--- src/rtl/poly1305_pkg.sv ---
// Shared Poly1305 datapath constants and types for the multiplier and reducer.
// The field modulus is p = 2^130 - 5.
package poly1305_pkg;

    localparam int unsigned W_PROD = 258;
    localparam int unsigned W_RES  = 130;

    localparam logic [W_RES-1:0] P130 = {2'b11, {124{1'b1}}, 4'hB};

    typedef enum logic [1:0] {
        IDLE,
        FOLD,
        SUB
    } state_t;

endpackage

--- src/rtl/poly1305_fold.sv ---
// One combinational fold step: lo + 5*hi, where 2^130 is congruent to 5 mod p.
// The fold of any 258-bit value fits in 132 bits, so the upper bits are zero.
module poly1305_fold
    import poly1305_pkg::*;
(
    input  logic [W_PROD-1:0] acc_in,
    output logic [W_PROD-1:0] acc_out
);

    localparam int unsigned W_HI  = W_PROD - W_RES;
    localparam int unsigned W_SUM = W_RES + 2;

    logic [W_HI-1:0]  hi;
    logic [W_RES-1:0] lo;
    logic [W_SUM-1:0] sum;

    always_comb begin
        hi      = acc_in[W_PROD-1:W_RES];
        lo      = acc_in[W_RES-1:0];
        sum     = {2'b00, lo} + {2'b00, hi, 2'b00} + {4'b0000, hi};
        acc_out = {{(W_PROD - W_SUM){1'b0}}, sum};
    end

endmodule

--- src/rtl/poly1305_reduce_258.sv ---
// Sequential reducer: a 258-bit product goes through FOLDS fold cycles and one
// conditional subtract of p, giving the canonical residue. Fixed latency FOLDS+1.
module poly1305_reduce_258
    import poly1305_pkg::*;
#(
    parameter int unsigned FOLDS = 3
) (
    input  logic              clk,
    input  logic              reset_n,
    input  logic              start,
    input  logic [W_PROD-1:0] prod_in,
    output logic [W_RES-1:0]  r_out,
    output logic              busy,
    output logic              done,
    output logic              err_overrun
);

    localparam int unsigned      CNT_W = $clog2(FOLDS + 1);
    localparam logic [CNT_W-1:0] LAST  = CNT_W'(FOLDS - 1);

    state_t            state_q, state_d;
    logic [W_PROD-1:0] acc_q, acc_d;
    logic [CNT_W-1:0]  cnt_q, cnt_d;
    logic [W_RES-1:0]  r_q, r_d;
    logic              done_q, done_d;
    logic              err_q, err_d;
    logic [W_PROD-1:0] fold_out;
    logic [W_RES-1:0]  acc_lo;

    poly1305_fold u_fold (
        .acc_in  (acc_q),
        .acc_out (fold_out)
    );

    assign acc_lo = acc_q[W_RES-1:0];

    always_comb begin
        state_d = state_q;
        acc_d   = acc_q;
        cnt_d   = cnt_q;
        r_d     = r_q;
        done_d  = 1'b0;
        // Any start outside IDLE (SUB included) is dropped and flagged.
        err_d   = start && (state_q != IDLE);

        unique case (state_q)
            IDLE: begin
                if (start) begin
                    acc_d   = prod_in;
                    cnt_d   = '0;
                    state_d = FOLD;
                end
            end
            FOLD: begin
                acc_d = fold_out;
                cnt_d = cnt_q + 1'b1;
                if (cnt_q == LAST) begin
                    state_d = SUB;
                end
            end
            SUB: begin
                // After the folds acc < 2^130 < 2p, so one subtract is enough.
                r_d     = (acc_lo >= P130) ? (acc_lo - P130) : acc_lo;
                done_d  = 1'b1;
                state_d = IDLE;
            end
            default: begin
                state_d = IDLE;
            end
        endcase
    end

    always_ff @(posedge clk or negedge reset_n) begin
        if (!reset_n) begin
            state_q <= IDLE;
            acc_q   <= '0;
            cnt_q   <= '0;
            r_q     <= '0;
            done_q  <= 1'b0;
            err_q   <= 1'b0;
        end else begin
            state_q <= state_d;
            acc_q   <= acc_d;
            cnt_q   <= cnt_d;
            r_q     <= r_d;
            done_q  <= done_d;
            err_q   <= err_d;
        end
    end

    assign r_out       = r_q;
    assign busy        = (state_q != IDLE);
    assign done        = done_q;
    assign err_overrun = err_q;

endmodule

--- config.mk ---
export PLATFORM = sky130hd
export DESIGN_NAME = poly1305_reduce_258
export DESIGN_NICKNAME = d
export VERILOG_FILES = /design/src/rtl/poly1305_pkg.sv /design/src/rtl/poly1305_fold.sv /design/src/rtl/poly1305_reduce_258.sv
export SDC_FILE = /design/constraint.sdc
export NUM_CORES = 1
export LEC_CHECK = 0
export BUFFER_PORTS_ARGS = -buffer_cell sky130_fd_sc_hd__buf_4
export CELL_PAD_IN_SITES_DETAIL_PLACEMENT = 0
export CELL_PAD_IN_SITES_GLOBAL_PLACEMENT = 1
export CORE_MARGIN = 3
export CORE_UTILIZATION = 28
export CTS_BUF_LIST = sky130_fd_sc_hd__clkbuf_2
export CTS_CLUSTER_DIAMETER = 100
export DETAILED_ROUTE_END_ITERATION = 10
export PLACE_DENSITY = 0.66
export SYNTH_ARGS = -nofsm -noshare
export SYNTH_HDL_FRONTEND = slang
export SYNTH_SLANG_ARGS = --single-unit
--- constraint.sdc ---
create_clock -name clk -period 11.66 [get_ports clk]
set_input_delay 1.749 -clock clk [delete_from_list [all_inputs] [get_ports clk]]
set_output_delay 1.749 -clock clk [all_outputs]
set_load 0.01 [all_outputs]
== Yosys cells after proc, flatten, opt, wreduce, memory -nomap -nowiden ==
Index checks and enable logic that the tools add are counted.

* Bits in registers: 394
* Output and inout port bits: 133

* Reductions and logical operators: 6
* Equal/unequal tests: 5
* Mux-type cells: 9
* Order comparisons: 1
* Add/sub/neg operators: 4

{| class="wikitable"
|+ Operators by type and width
! kind !! number
|-
| $pmux W258 S2 || 1
|-
| $mux W258 || 1
|-
| $add A132 B128 Y132 || 1
|-
| $add A130 B130 Y131 || 1
|-
| $ge A130 B130 Y1 const B || 1
|-
| $mux W130 || 1
|-
| $sub A130 B130 Y130 const B || 1
|-
| $pmux W2 S2 || 2
|-
| $mux W2 || 3
|-
| $eq A2 B2 Y1 const B || 2
|-
| $ne A2 B2 Y1 const B || 2
|-
| $reduce_and A2 Y1 || 2
|-
| $reduce_bool A2 Y1 || 2
|-
| $add A2 B1 Y2 const B || 1
|-
| $eq A2 B1 Y1 const B || 1
|-
| $logic_not A2 Y1 || 1
|-
| $logic_and A1 B1 Y1 || 1
|-
| $mux W1 || 1
|}

== Longest topological paths before layout ==
* Depth in word-level cells: 3
* Mapped depth: 31
* Depth with buffers taken out: 30

== Cells and area by module ==
A second synthesis with hierarchy kept.

* Cells, all modules: 3767
* Area total of the unflattened synthesis: 31453.9 sq um

{| class="wikitable"
|+ Modules (own cells, without submodules)
! module !! seq. area each (sq um) !! cells each !! area an instance (sq um) !! instances
|-
| poly1305_reduce_258 || 9859.5 || 2093 || 18982.0 || 1
|-
| poly1305_fold || 0.0 || 1674 || 12472.0 || 1
|}

== Worst setup path after synthesis ==
Ideal clock, no wire load.

* Path kind: register to register
* Start: register acc_q[2]
* End: register acc_q[129]
* Setup time: 82 ps
* Setup slack: 5515 ps
* Required time: 11578 ps
* Cell stages (with the launch flop): 30
* Period minus slack after synthesis: 6145 ps
* Arrival: 6063 ps
* Cell sequence: dfrtp_1 > ha_1 > inv_1 > fa_1 > nor2b_1 > o2111ai_1 > nand2_1 > o21ai_0 > a211oi_1 > o41ai_1 > o21bai_1 > a21bo_2 > a211oi_1 > o31ai_2 > a31oi_1 > or4b_1 > nand4b_1 > ha_1 > nand2_1 > nor2_1 > and4_1 > and2_1 > and4_1 > o211ai_1 > o21ai_1 > a31o_2 > a41oi_1 > and2_1 > or4_1 > a31oi_1

* Longest elaborated chain between the ends: 3

{| class="wikitable"
|+ Ends and longest elaborated chain
! what !! RTL line !! text
|-
| from (decl) || poly1305_reduce_258.sv:22 || <nowiki>logic [W_PROD-1:0] acc_q, acc_d;</nowiki>
|-
| from (signal assigned) || poly1305_reduce_258.sv:76 || <nowiki>acc_q <= '0;</nowiki>
|-
| from (signal assigned) || poly1305_reduce_258.sv:83 || <nowiki>acc_q <= acc_d;</nowiki>
|-
| $add A130 B130 Y131 || poly1305_fold.sv:20 || <nowiki>sum = {2'b00, lo} + {2'b00, hi, 2'b00} + {4'b0000, hi};</nowiki>
|-
| $add A132 B128 Y132 || poly1305_fold.sv:20 ||
|-
| $pmux W258 S2 || poly1305_reduce_258.sv:46 || <nowiki>unique case (state_q)</nowiki>
|}

No other way between the ends.
A chain may end at the register's enable or synchronous reset.

== Worst setup path in the final report ==
* Start: register acc_q[2]
* End: register acc_q[117]

The elaborated chain is that of the path after synthesis.

==> results.md <==
- Post-synth EDFFs: 0
- Worst reg-to-reg setup slack: 2.92 ns
- Post-Synthesis Cells: roughly 4200
- Via density: 5.489
- Die Width: 345.0 um
- Top FF cell, synth: dfrtp_1
- Die extent in y: ~340 um
- Critical Path Start Type: flop
- CP max stage delay: 0.81 ns
- Layout Nets: 4991
- Total negative slack: 0 ns
- RSZ-0062 raised after global routing: no
- CP Data Required Time: roughly 13 ns
- Synth Net Count: around 4700
- Peak Freq: 0.1144 GHz
- Min Tclk post-route: 8.742 ns
- Hold Path Class: input pin to async pin
- Sequential-to-total area share from yosys stat: 0.3064
- Reg2Reg Launch Point: acc_q[2]
- Met3 wire length: ~10 mm
- GP Congestion: 0.9780
- Compound-cell area share of the yosys netlist: 0.2588
- CTS sink count: 394
- Status: finished clean
- Crit share post-route: 0.7498
- Critical path's slowest cell: o31ai_2
- Routed len/inst: 24.12 um
- Total core area: 0.1133 mm2
- Root Buffer: clkbuf_2
- Largest net degree at the start of global routing: 125
- Clk slew on worst S/H paths: 0.11 ns
- Share of the synthesized area in the top cell type: 0.3064
- Initial core utilization: 0.2840
- Crit end category: flop
- CP max FO: 6
- Setup Crit Path Kind: flop to flop
- Reg2reg path depth: 30
- CTS Buf Count: 112
- Synth top area cells: dfrtp_1, ha_1, nand2_1, a21oi_1, xnor2_1
- Largest area contributor in the netlist: dfrtp_1
- Clock Path Buffers: 3
- # resized after CTS: 0
- Relative slew slack: 0.1794
- Number of global-route vias before repair: about 32000
- Final WL: roughly 150 mm
- DRT antenna net count: 0
- CTS tree: built
- Mean Syn Cell Area: 7.666 um2
- Post-synthesis adder-cell area fraction: 0.1020
- Highest Signal Layer: met5
- GRT Util Overall: 0.2379
- Main combinational cell family by area after synthesis: compound AO/OA/AOI/OAI gates
- Pre-Repair DR Iteration Count: 5
- Post-CTS Hold Buffers: 0
- Measured slew at the worst slew-check pin: roughly 1.2 ns
- R2R Path End: acc_q[117]
- Initial DRC Count: 2518
- Post-route DRC: 0
- Mux contribution to synthesized area: 0.001244
- Cell row count: 123
- Yosys reg bits: about 400
- IO Count: 394
- Die area: 0.1190 mm2
- Yosys warns: 0
- CP arrival: 9.89 ns
- Layout cells sized above 1: 0.1392
- Remaining Overflow, GRT: 0
- DP HPWL: about 120 mm
- XOR/XNOR share of the synthesized area: 0.06479
- Quantity of I/O buffers inserted on ports: 393
- Routed met2 length: 63.73 mm
- Postcts setup bufs: 0
- Global-route wire length before repair: 213.5 mm
- Simple-gate area share of the yosys netlist: 0.2252
- Final Hold Fails: 0
- Routed via count: between 30000 and 40000
- Final slew viol count: 0
- Max cap viols: 0
- H-tree Lvls: 3
- Wl on met1: approximately 68 mm
- Antenna violations before repair: 5
- Clock Skew: 0.1812 ns
- Endpoints failing setup: 0
- Mapped Area: 0.03217 mm2
- Worst skew pair latency: 1.39 ns
- Synthesis-to-finish area growth: 16.02%
- Post-synthesis cell type count: 88
- Async SR Flop Fraction: 1.000
per-layer routing:
metal / track usage / up-vias
met5: 0 / -
met4: 0.07708 / 2
met3: 0.03499 / 195
met2: 0.3641 / 1225
met1: 0.3423 / 16160
li1: - / 15660
sequential cells by signal (all words and copies together) (netlist names):
name	cells
err_overrun	1
cnt_q	2
done	1
acc_q	258
r_out	130
state_q	2
layout by cell type (no fill, tap or decap), drive strengths merged, types with 7 or more instances in the layout:
cell	count
dfrtp	394
buf	414
o21ai	182
and2	21
nor3	45
nor3b	7
a221o	13
nand3	138
nand2	857
o22ai	13
a22o	64
a21oi	498
o21a	32
a21boi	18
or2	14
ha	259
a211oi	18
clkbuf	161
o2111ai	7
and3	47
nor4	13
o31a	8
o21bai	79
nand4	127
clkinv	31
nor2	274
a21o	142
o211ai	23
xor2	79
nor2b	25
xnor2	159
o31ai	13
a31oi	125
a211o	11
inv	99
and4	11
or3	8
nand2b	21
or4	9
critical path, delay by kind of cell, from the launching register on:
family | cells | cell delay, ns
AOI/OAI and AO/OA | 14 | 4.36
and+or+nand+nor | 10 | 2.52
adders and majority gates | 3 | 0.85
DFF | 1 | 0.45
xor gates and xnor gates | 1 | 0.18
buffers and inverters | 2 | 0.14
how the worst max path moves through the flow:
stage | endpoint | start
6_report | acc_q[117] | acc_q[2]
5_1_grt | acc_q[117] | acc_q[2]
4_1_cts | acc_q[117] | acc_q[2]
3_5_place_dp | acc_q[117] | acc_q[2]
3_3_place_gp | acc_q[117] | acc_q[2]
2_1_floorplan | acc_q[129] | acc_q[2]
logic make-up (layout without fill, tap and decap cells):
| group | Yosys count | count (layout) |
|---|---|---|
| flip-flops | 394 | 394 |
| multiplexers | 4 | 4 |
| AO/OA/AOI/OAI | 1315 | 1315 |
| other | 0 | 3 |
| buffers and inverters | 353 | 709 |
| XOR/XNOR | 238 | 238 |
| AND/OR/NAND/NOR | 1632 | 1632 |
| adder cells (fa/ha/maj) | 261 | 261 |
through the flow:
step	hold WS, ns	util	cell area (um2)	setup slack (ns)	cells
floorplan	0.4609	-	32170	5.515	4197
global placement	0.4540	0.3202	36260	3.185	5855
detailed placement	0.4573	0.3202	36260	3.027	5855
CTS	0.2466	0.3295	37320	2.928	6053
global route	0.3097	0.3295	37330	2.397	6055
finish	0.3690	0.3296	37330	2.918	6056
synthesized netlist by cell type, types with 14 or more instances:
library cell and n:
a21boi_0 14, and3_1 47, inv_1 95, nand2b_1 21
nand4_1 127, o21bai_1 79, a21o_1 142, a21oi_1 496
a22o_1 64, and2_1 21, nor2_1 274, clkbuf_1 227
a31oi_1 125, nand3_1 138, ha_1 259, xor2_1 79
nor2b_1 25, dfrtp_1 394, o211ai_1 22, o21ai_0 175
nor3_1 45, o21a_1 32, a211oi_1 18, xnor2_1 159
buf_1 20, nand2_1 856
layout make-up:
class,instances,area [um2]
Antenna cell,3,7.507
Clock buffer,161,805.8
Clock inverter,37,250.2
Fill cell,12390,75940
Inverter,97,364.1
Multi-Input combinational cell,3450,21020
Sequential cell,394,9859
Tap cell,1500,1877
Timing Repair Buffer,414,3141
Power is not shown: default switching activity piles up to over one toggle a cycle in this logic, so the estimate is an artifact.
